[src/rtl/serial_key_matrix.sv]
// serial_key_matrix
//   Turns ASCII bytes from the serial keyboard UART into timed key presses on the
//   virtual Galaksija key matrix that the CPU scans. Incoming bytes go into a small
//   type-ahead FIFO. Each byte is translated to a matrix index and an optional SHIFT.
//   The key is held for HOLD_CYCLES. All keys are then released for GAP_CYCLES
//   before the next byte is taken.
//
// Ports
//   clk        system clock (CPU clock domain)
//   resetn     asynchronous active-low reset
//   rx_data    byte from uart_rx
//   rx_valid   1-cycle strobe, rx_data valid
//   flush      1-cycle strobe, discards FIFO/FSM state and clears overflow
//   rd         CPU read of the keyboard region
//   key_addr   key index being read
//   key_out    registered read data: 8'hFE pressed, 8'hFF released
//   busy       a press/gap is in progress or bytes are waiting
//   overflow   sticky: a byte was dropped because the FIFO was full
module serial_key_matrix #(
  parameter int NUM_KEYS    = 64,
  parameter int ADDR_W      = 6,
  parameter int DEPTH_LOG2  = 4,
  parameter int HOLD_CYCLES = 1000000,
  parameter int GAP_CYCLES  = 500000,
  parameter int CNT_W       = 24,
  parameter int SHIFT_KEY   = 53
) (
  input  logic              clk,
  input  logic              resetn,
  input  logic [7:0]        rx_data,
  input  logic              rx_valid,
  input  logic              flush,
  input  logic              rd,
  input  logic [ADDR_W-1:0] key_addr,
  output logic [7:0]        key_out,
  output logic              busy,
  output logic              overflow
);

  localparam int DEPTH    = 2 ** DEPTH_LOG2;
  localparam int NUM_ADDR = 2 ** ADDR_W;

  typedef enum logic [1:0] {ST_IDLE, ST_PRESS, ST_GAP} state_t;

  state_t              state_reg, state_next;
  logic [CNT_W-1:0]    timer_reg, timer_next;
  logic [ADDR_W-1:0]   key_reg, key_next;
  logic                shift_reg, shift_next;

  logic [7:0]            fifo_mem [DEPTH];
  logic [DEPTH_LOG2-1:0] wr_ptr_reg, rd_ptr_reg;
  logic [DEPTH_LOG2:0]   count_reg;
  logic                  overflow_reg;
  logic [7:0]            key_out_reg;

  logic       fifo_empty, fifo_full, push, pop;
  logic [8:0] xlate;  // {mapped, shift, index[6:0]}

  // ASCII -> {mapped, shift, matrix index}. Unmapped bytes return all zeros.
  function automatic logic [8:0] translate(input logic [7:0] c);
    logic [8:0] r;
    r = '0;
    case (c) inside
      [8'h41:8'h5A]: r = {2'b10, c[6:0] - 7'd64};  // 'A'-'Z' -> 1..26
      [8'h61:8'h7A]: r = {2'b10, c[6:0] - 7'd96};  // 'a'-'z' -> 1..26
      [8'h30:8'h39]: r = {2'b10, c[6:0] - 7'd16};  // '0'-'9' -> 32..41
      8'h0D, 8'h0A:  r = {2'b10, 7'd48};           // CR / LF
      8'h08, 8'h7F:  r = {2'b10, 7'd29};           // BS / DEL
      8'h1B:         r = {2'b10, 7'd49};           // ESC
      8'h20:         r = {2'b10, 7'd31};           // space
      // symbols that need SHIFT on the Galaksija keyboard
      8'h5F:         r = {2'b11, 7'd32};           // _
      8'h21:         r = {2'b11, 7'd33};           // !
      8'h22:         r = {2'b11, 7'd34};           // "
      8'h23:         r = {2'b11, 7'd35};           // #
      8'h24:         r = {2'b11, 7'd36};           // $
      8'h25:         r = {2'b11, 7'd37};           // %
      8'h26:         r = {2'b11, 7'd38};           // &
      8'h5C:         r = {2'b11, 7'd39};           // backslash
      8'h28:         r = {2'b11, 7'd40};           // (
      8'h29:         r = {2'b11, 7'd41};           // )
      8'h2B:         r = {2'b11, 7'd42};           // +
      8'h2A:         r = {2'b11, 7'd43};           // *
      8'h3C:         r = {2'b11, 7'd44};           // <
      8'h2D:         r = {2'b11, 7'd45};           // -
      8'h3E:         r = {2'b11, 7'd46};           // >
      8'h3F:         r = {2'b11, 7'd47};           // ?
      // unshifted symbols sharing those keys
      8'h3B:         r = {2'b10, 7'd42};           // ;
      8'h3A:         r = {2'b10, 7'd43};           // :
      8'h2C:         r = {2'b10, 7'd44};           // ,
      8'h3D:         r = {2'b10, 7'd45};           // =
      8'h2E:         r = {2'b10, 7'd46};           // .
      8'h2F:         r = {2'b10, 7'd47};           // /
      default:       r = '0;
    endcase
    return r;
  endfunction

  assign fifo_empty = (count_reg == '0);
  assign fifo_full  = (count_reg == (DEPTH_LOG2 + 1)'(DEPTH));

  // The FIFO read is asynchronous. This lets IDLE pop and translate a byte in
  // the same cycle, so a discarded byte costs exactly one cycle.
  assign pop  = (state_reg == ST_IDLE) && !fifo_empty && !flush;
  // When the FIFO is full, a pop in the same cycle frees a slot for the incoming byte.
  assign push = rx_valid && !flush && (!fifo_full || pop);

  assign xlate = translate(fifo_mem[rd_ptr_reg]);

  always_ff @(posedge clk) begin
    if (push) begin
      fifo_mem[wr_ptr_reg] <= rx_data;
    end
  end

  always_ff @(posedge clk or negedge resetn) begin
    if (!resetn) begin
      wr_ptr_reg   <= '0;
      rd_ptr_reg   <= '0;
      count_reg    <= '0;
      overflow_reg <= 1'b0;
    end else if (flush) begin
      wr_ptr_reg   <= '0;
      rd_ptr_reg   <= '0;
      count_reg    <= '0;
      overflow_reg <= 1'b0;
    end else begin
      if (push) wr_ptr_reg <= wr_ptr_reg + 1'b1;
      if (pop)  rd_ptr_reg <= rd_ptr_reg + 1'b1;
      case ({push, pop})
        2'b10:   count_reg <= count_reg + 1'b1;
        2'b01:   count_reg <= count_reg - 1'b1;
        default: count_reg <= count_reg;
      endcase
      if (rx_valid && !push) overflow_reg <= 1'b1;
    end
  end

  // FSM state register
  always_ff @(posedge clk or negedge resetn) begin
    if (!resetn) begin
      state_reg <= ST_IDLE;
      timer_reg <= '0;
      key_reg   <= '0;
      shift_reg <= 1'b0;
    end else begin
      state_reg <= state_next;
      timer_reg <= timer_next;
      key_reg   <= key_next;
      shift_reg <= shift_next;
    end
  end

  // FSM next-state logic
  always_comb begin
    state_next = state_reg;
    timer_next = timer_reg;
    key_next   = key_reg;
    shift_next = shift_reg;
    if (flush) begin
      // Release immediately. No gap is inserted after a flushed press.
      state_next = ST_IDLE;
      timer_next = '0;
    end else begin
      case (state_reg)
        ST_IDLE: begin
          if (pop && xlate[8] && (int'(xlate[6:0]) < NUM_KEYS)) begin
            key_next   = ADDR_W'(xlate[6:0]);
            shift_next = xlate[7];
            timer_next = CNT_W'(HOLD_CYCLES - 1);
            state_next = ST_PRESS;
          end
        end
        ST_PRESS: begin
          if (timer_reg == '0) begin
            timer_next = CNT_W'(GAP_CYCLES - 1);
            state_next = ST_GAP;
          end else begin
            timer_next = timer_reg - 1'b1;
          end
        end
        ST_GAP: begin
          if (timer_reg == '0) begin
            state_next = ST_IDLE;
          end else begin
            timer_next = timer_reg - 1'b1;
          end
        end
        default: state_next = ST_IDLE;
      endcase
    end
  end

  // One decode per matrix address. SHIFT is added on top of the latched key for
  // shifted symbols.
  logic [NUM_ADDR-1:0] pressed_vec;
  for (genvar gi = 0; gi < NUM_ADDR; gi++) begin : g_key
    assign pressed_vec[gi] = (state_reg == ST_PRESS) &&
                             ((key_reg == ADDR_W'(gi)) || (shift_reg && (gi == SHIFT_KEY)));
  end

  always_ff @(posedge clk or negedge resetn) begin
    if (!resetn) begin
      key_out_reg <= 8'hFF;
    end else if (rd) begin
      key_out_reg <= pressed_vec[key_addr] ? 8'hFE : 8'hFF;
    end
  end

  assign key_out  = key_out_reg;
  assign busy     = (state_reg != ST_IDLE) || !fifo_empty;
  assign overflow = overflow_reg;

endmodule
[config.mk]
export PLATFORM = sky130hd
export DESIGN_NAME = serial_key_matrix
export DESIGN_NICKNAME = d
export VERILOG_FILES = /design/src/rtl/serial_key_matrix.sv
export SDC_FILE = /design/constraint.sdc
export NUM_CORES = 1
export LEC_CHECK = 0
export ABC_AREA = 1
export ABC_CLOCK_PERIOD_IN_PS = 3500
export CAP_MARGIN = 20
export CORE_ASPECT_RATIO = 1.25
export CORE_UTILIZATION = 41
export CTS_BUF_LIST = sky130_fd_sc_hd__clkbuf_8 sky130_fd_sc_hd__clkbuf_16
export DETAILED_ROUTE_END_ITERATION = 10
export GPL_ROUTABILITY_DRIVEN = 0
export SKIP_LAST_GASP = 1
export SLEW_MARGIN = 20
export SYNTH_ARGS = -nofsm -noshare
export SYNTH_HDL_FRONTEND = slang
export SYNTH_SLANG_ARGS = --single-unit
[constraint.sdc]
create_clock -name clk -period 3.5 [get_ports clk]
set_clock_uncertainty 0.2 [all_clocks]
set_input_delay 0.525 -clock clk [delete_from_list [all_inputs] [get_ports clk]]
set_output_delay 0.525 -clock clk [all_outputs]
set_load 0.005 [all_outputs]
==> impl_metrics.tcl <==
set metrics [dict create \
    h-tree-depth 4 \
    async_flop_share_pct 27.3 \
    grt_pass1_vias 7575 \
    overflow 0 \
    cpMaxStageDelayCell "dfrtp_2" \
    worstHoldPathType "reg -> reg" \
    met1_usage_pct 24.3 \
    nNetsFinal 1256 \
    antenna_found_initial 0 \
    hold_ws_ns 0.277 \
    ys_ff_latch 176 \
    top_usage_layer "met2" \
    fin_crit_sh_pct 96.6 \
    seq_area_frac_synth_pct 52.2 \
    worst_pin_slew_ns 0.779 \
    syn_area_um2 9660 \
    endpoint_kind "register" \
    initial_core_util_pct 41.9 \
    syn_to_final_growth_pct 18.2 \
    fp-row-count 62 \
    dp_hpwl_um 16000 \
    stdcell_count 1516 \
    pre_cts_ws_ns -0.00556 \
    synth_top_cell_by_area "edfxtp_1" \
    use_met3_pct 3.29 \
    cts_made_buffers 17 \
    finalMaxSlewViolations 0 \
    critPathMaxFanout 14 \
    worstSetupStartpointType "register" \
    cts_root_buffer "clkbuf_16" \
    die_h_um 174 \
    synthCells 1133 \
    antenna_cells 0 \
    maxCapViolCount 0 \
    crit_chain "buf_12 -> buf_4 -> o21ai_1 -> o211ai_1 -> nand3_1 -> nand2_2 -> buf_4 -> buf_4 -> ha_1 -> nand2_1 -> nor2_2 -> nand2_1 -> nand2_2 -> nand2_2 -> nand3_2 -> nor2_4 -> nand2_2 -> nand3_4 -> nand2_8 -> buf_8 -> nand3_1 -> nand2_1" \
    ff_latch_area_um2 5050 \
    netlist_top_cells_area "edfxtp_1 (40%), dfrtp_1 (12%), nand2_1 (12%)" \
    dr.first_iter.drc_count 442 \
    fp.dieW_um 139 \
    status "finished clean" \
    finalSetupViolations 0 \
    wl_per_cell_um 15.9 \
    maxSlewHeadroom_pct 47.9 \
    drc 0 \
    crit_arrival_ns 3.50 \
    clockBufferDepth 2 \
    met2_usage_pct 35.7 \
    nFillCells 2176 \
    final_cell_area_um2 11400 \
    crit_type "reg -> reg" \
    syn_avg_cell_area_um2 8.53 \
    multi_input_area_um2 4060 \
    max_stage_delay_ns 0.44 \
    largest_register_ffs 128 \
    synthDistinctLibCells 47 \
    wirelength_um 24100 \
    place_area_um2 10400 \
    die_area_um2 24200 \
    vias 7873 \
    core_area_um2 23000 \
    ys_warn_count 0 \
    total_power_mw 8.99 \
    routed_via_density 5.19 \
    hold_viol 0 \
    cp.required_ns 3.63 \
    grt.total_usage_pct 20.1 \
    period_needed_ns 3.38 \
    clk_pin_slew_ns 0.07 \
    firstDrtPassIters 5 \
    synth-edff-count 128 \
    drive_gt1_share_pct 14.7 \
    port_buffers 21 \
    place_inst 1458 \
    grt_max_degree 35 \
    setup_tns_ns 0 \
    synth_flop_cell "edfxtp_1" \
    ir_worst_vdd_mv 0.455 \
    cts_sinks 176 \
    final_antenna_net_count 0 \
    p_leak_nw 4.99 \
    insertion_delay_ns 0.44 \
    fmax_ghz 0.296 \
    yosys.area.top_type_share_pct 39.8 \
    final_util_pct 49.6 \
    setup_ws_ns 0.120 \
    critPathBufInv 5 \
    critical_path.top_delay_family "simple AND/OR/NAND/NOR gates" \
    io_pins 29 \
    power_density_nw_per_um2 787 \
    grt_pass1_wl_um 38100 \
    cts_tree "yes" \
    cp_common_cell "nand2_2" \
]
[timing repair]
| action | in CTS | in global routing |
|---|---|---|
| pin swaps | 0 | 13 |
| resized for setup | 1 | 70 |
| buffers inserted | 0 | 20 |
| hold buffers | 1 | 0 |
| cloned | 1 | 4 |
| endpoints found under the hold margin | 17 | 0 |
| endpoints found under the setup margin | 19 | 33 |
[cell usage after synthesis (all sizes together), types with 2 or more instances]
cell type and number:
nand4 10, nand2 310, dfrtp 47, nor2 150, inv 127, o21a 2
ha 21, a31oi 2, nor3 21, edfxtp 128, nand3b 3, o211ai 5
xnor2 16, o21ai 49, nor4 7, a211oi 3, o21bai 2, buf 35
clkinv 2, clkbuf 7, o22ai 5, xor2 11, a21oi 24, nand3 133
[cells by family after synthesis]
group                      Yosys count  synth area share (%)
and+or+nand+nor                    639                  28.6
buffers and inverters              171                  8.12
adders and majority gates           22                  2.93
other                                1                0.0388
AOI/OAI and AO/OA                   97                  5.63
xor gates and xnor gates            27                  2.45
DFF                                176                  52.2
[layer usage]
layer / wire length (um) / vias up
li1: - / 3880
met1: 10500 / 3760
met2: 12200 / 187
met3: 886 / 46
met4: 514 / 0
met5: 0 / -
[area by class of cell]
class	instances	share of cell area, %
flip-flops and latches	176	44.2
clock inverters	15	1.18
clock buffers	17	3.73
inverters	129	4.42
multi-input cells	793	35.5
well taps	288	3.16
repair inverters	2	0.121
repair buffers	96	7.68
[worst min-delay path, stage by stage (launching register included)]
cell	delay (ns)
dfrtp_1	0.34
nand2_1	0.05
nand2_1	0.05
[worst paths after layout]
| kind | startpoint | endpoint | slack (ns) | cells past startpoint |
|---|---|---|---|---|
| min in group asynchronous | resetn | timer_reg[7] | 0.37 | 2 |
| max in group asynchronous | resetn | rd_ptr_reg[0] | 1.95 | 3 |
| worst max-delay path | rd_ptr_reg[0] | timer_reg[6] | 0.12 | 22 |
| worst min-delay path | timer_reg[0] | timer_reg[0] | 0.28 | 2 |
| worst min register to register | timer_reg[0] | timer_reg[0] | 0.28 | 2 |
| worst max register to register | rd_ptr_reg[0] | timer_reg[6] | 0.12 | 22 |
[report_power, final]
part / switching (mW) / internal (mW) / leakage, nW / total [mW]
clock: 0.866 / 0.991 / 0.286 / 1.86
combinational: 2.87 / 1.67 / 2.92 / 4.54
sequential: 0.178 / 2.42 / 1.78 / 2.60
total: 3.91 / 5.08 / 4.99 / 8.99
[cell usage in the layout (no fill, tap or decap), drive strengths merged, types with 16 or more instances in the layout]
cell type and instances:
dfrtp 47, xnor2 16, o21ai 49, nor3 21
clkdlybuf4s50 20, ha 21, buf 74, nand3 133
nand2 311, nor2 150, clkbuf 18, edfxtp 128
a21oi 24, inv 135
Power figures use the tool's default switching activity.
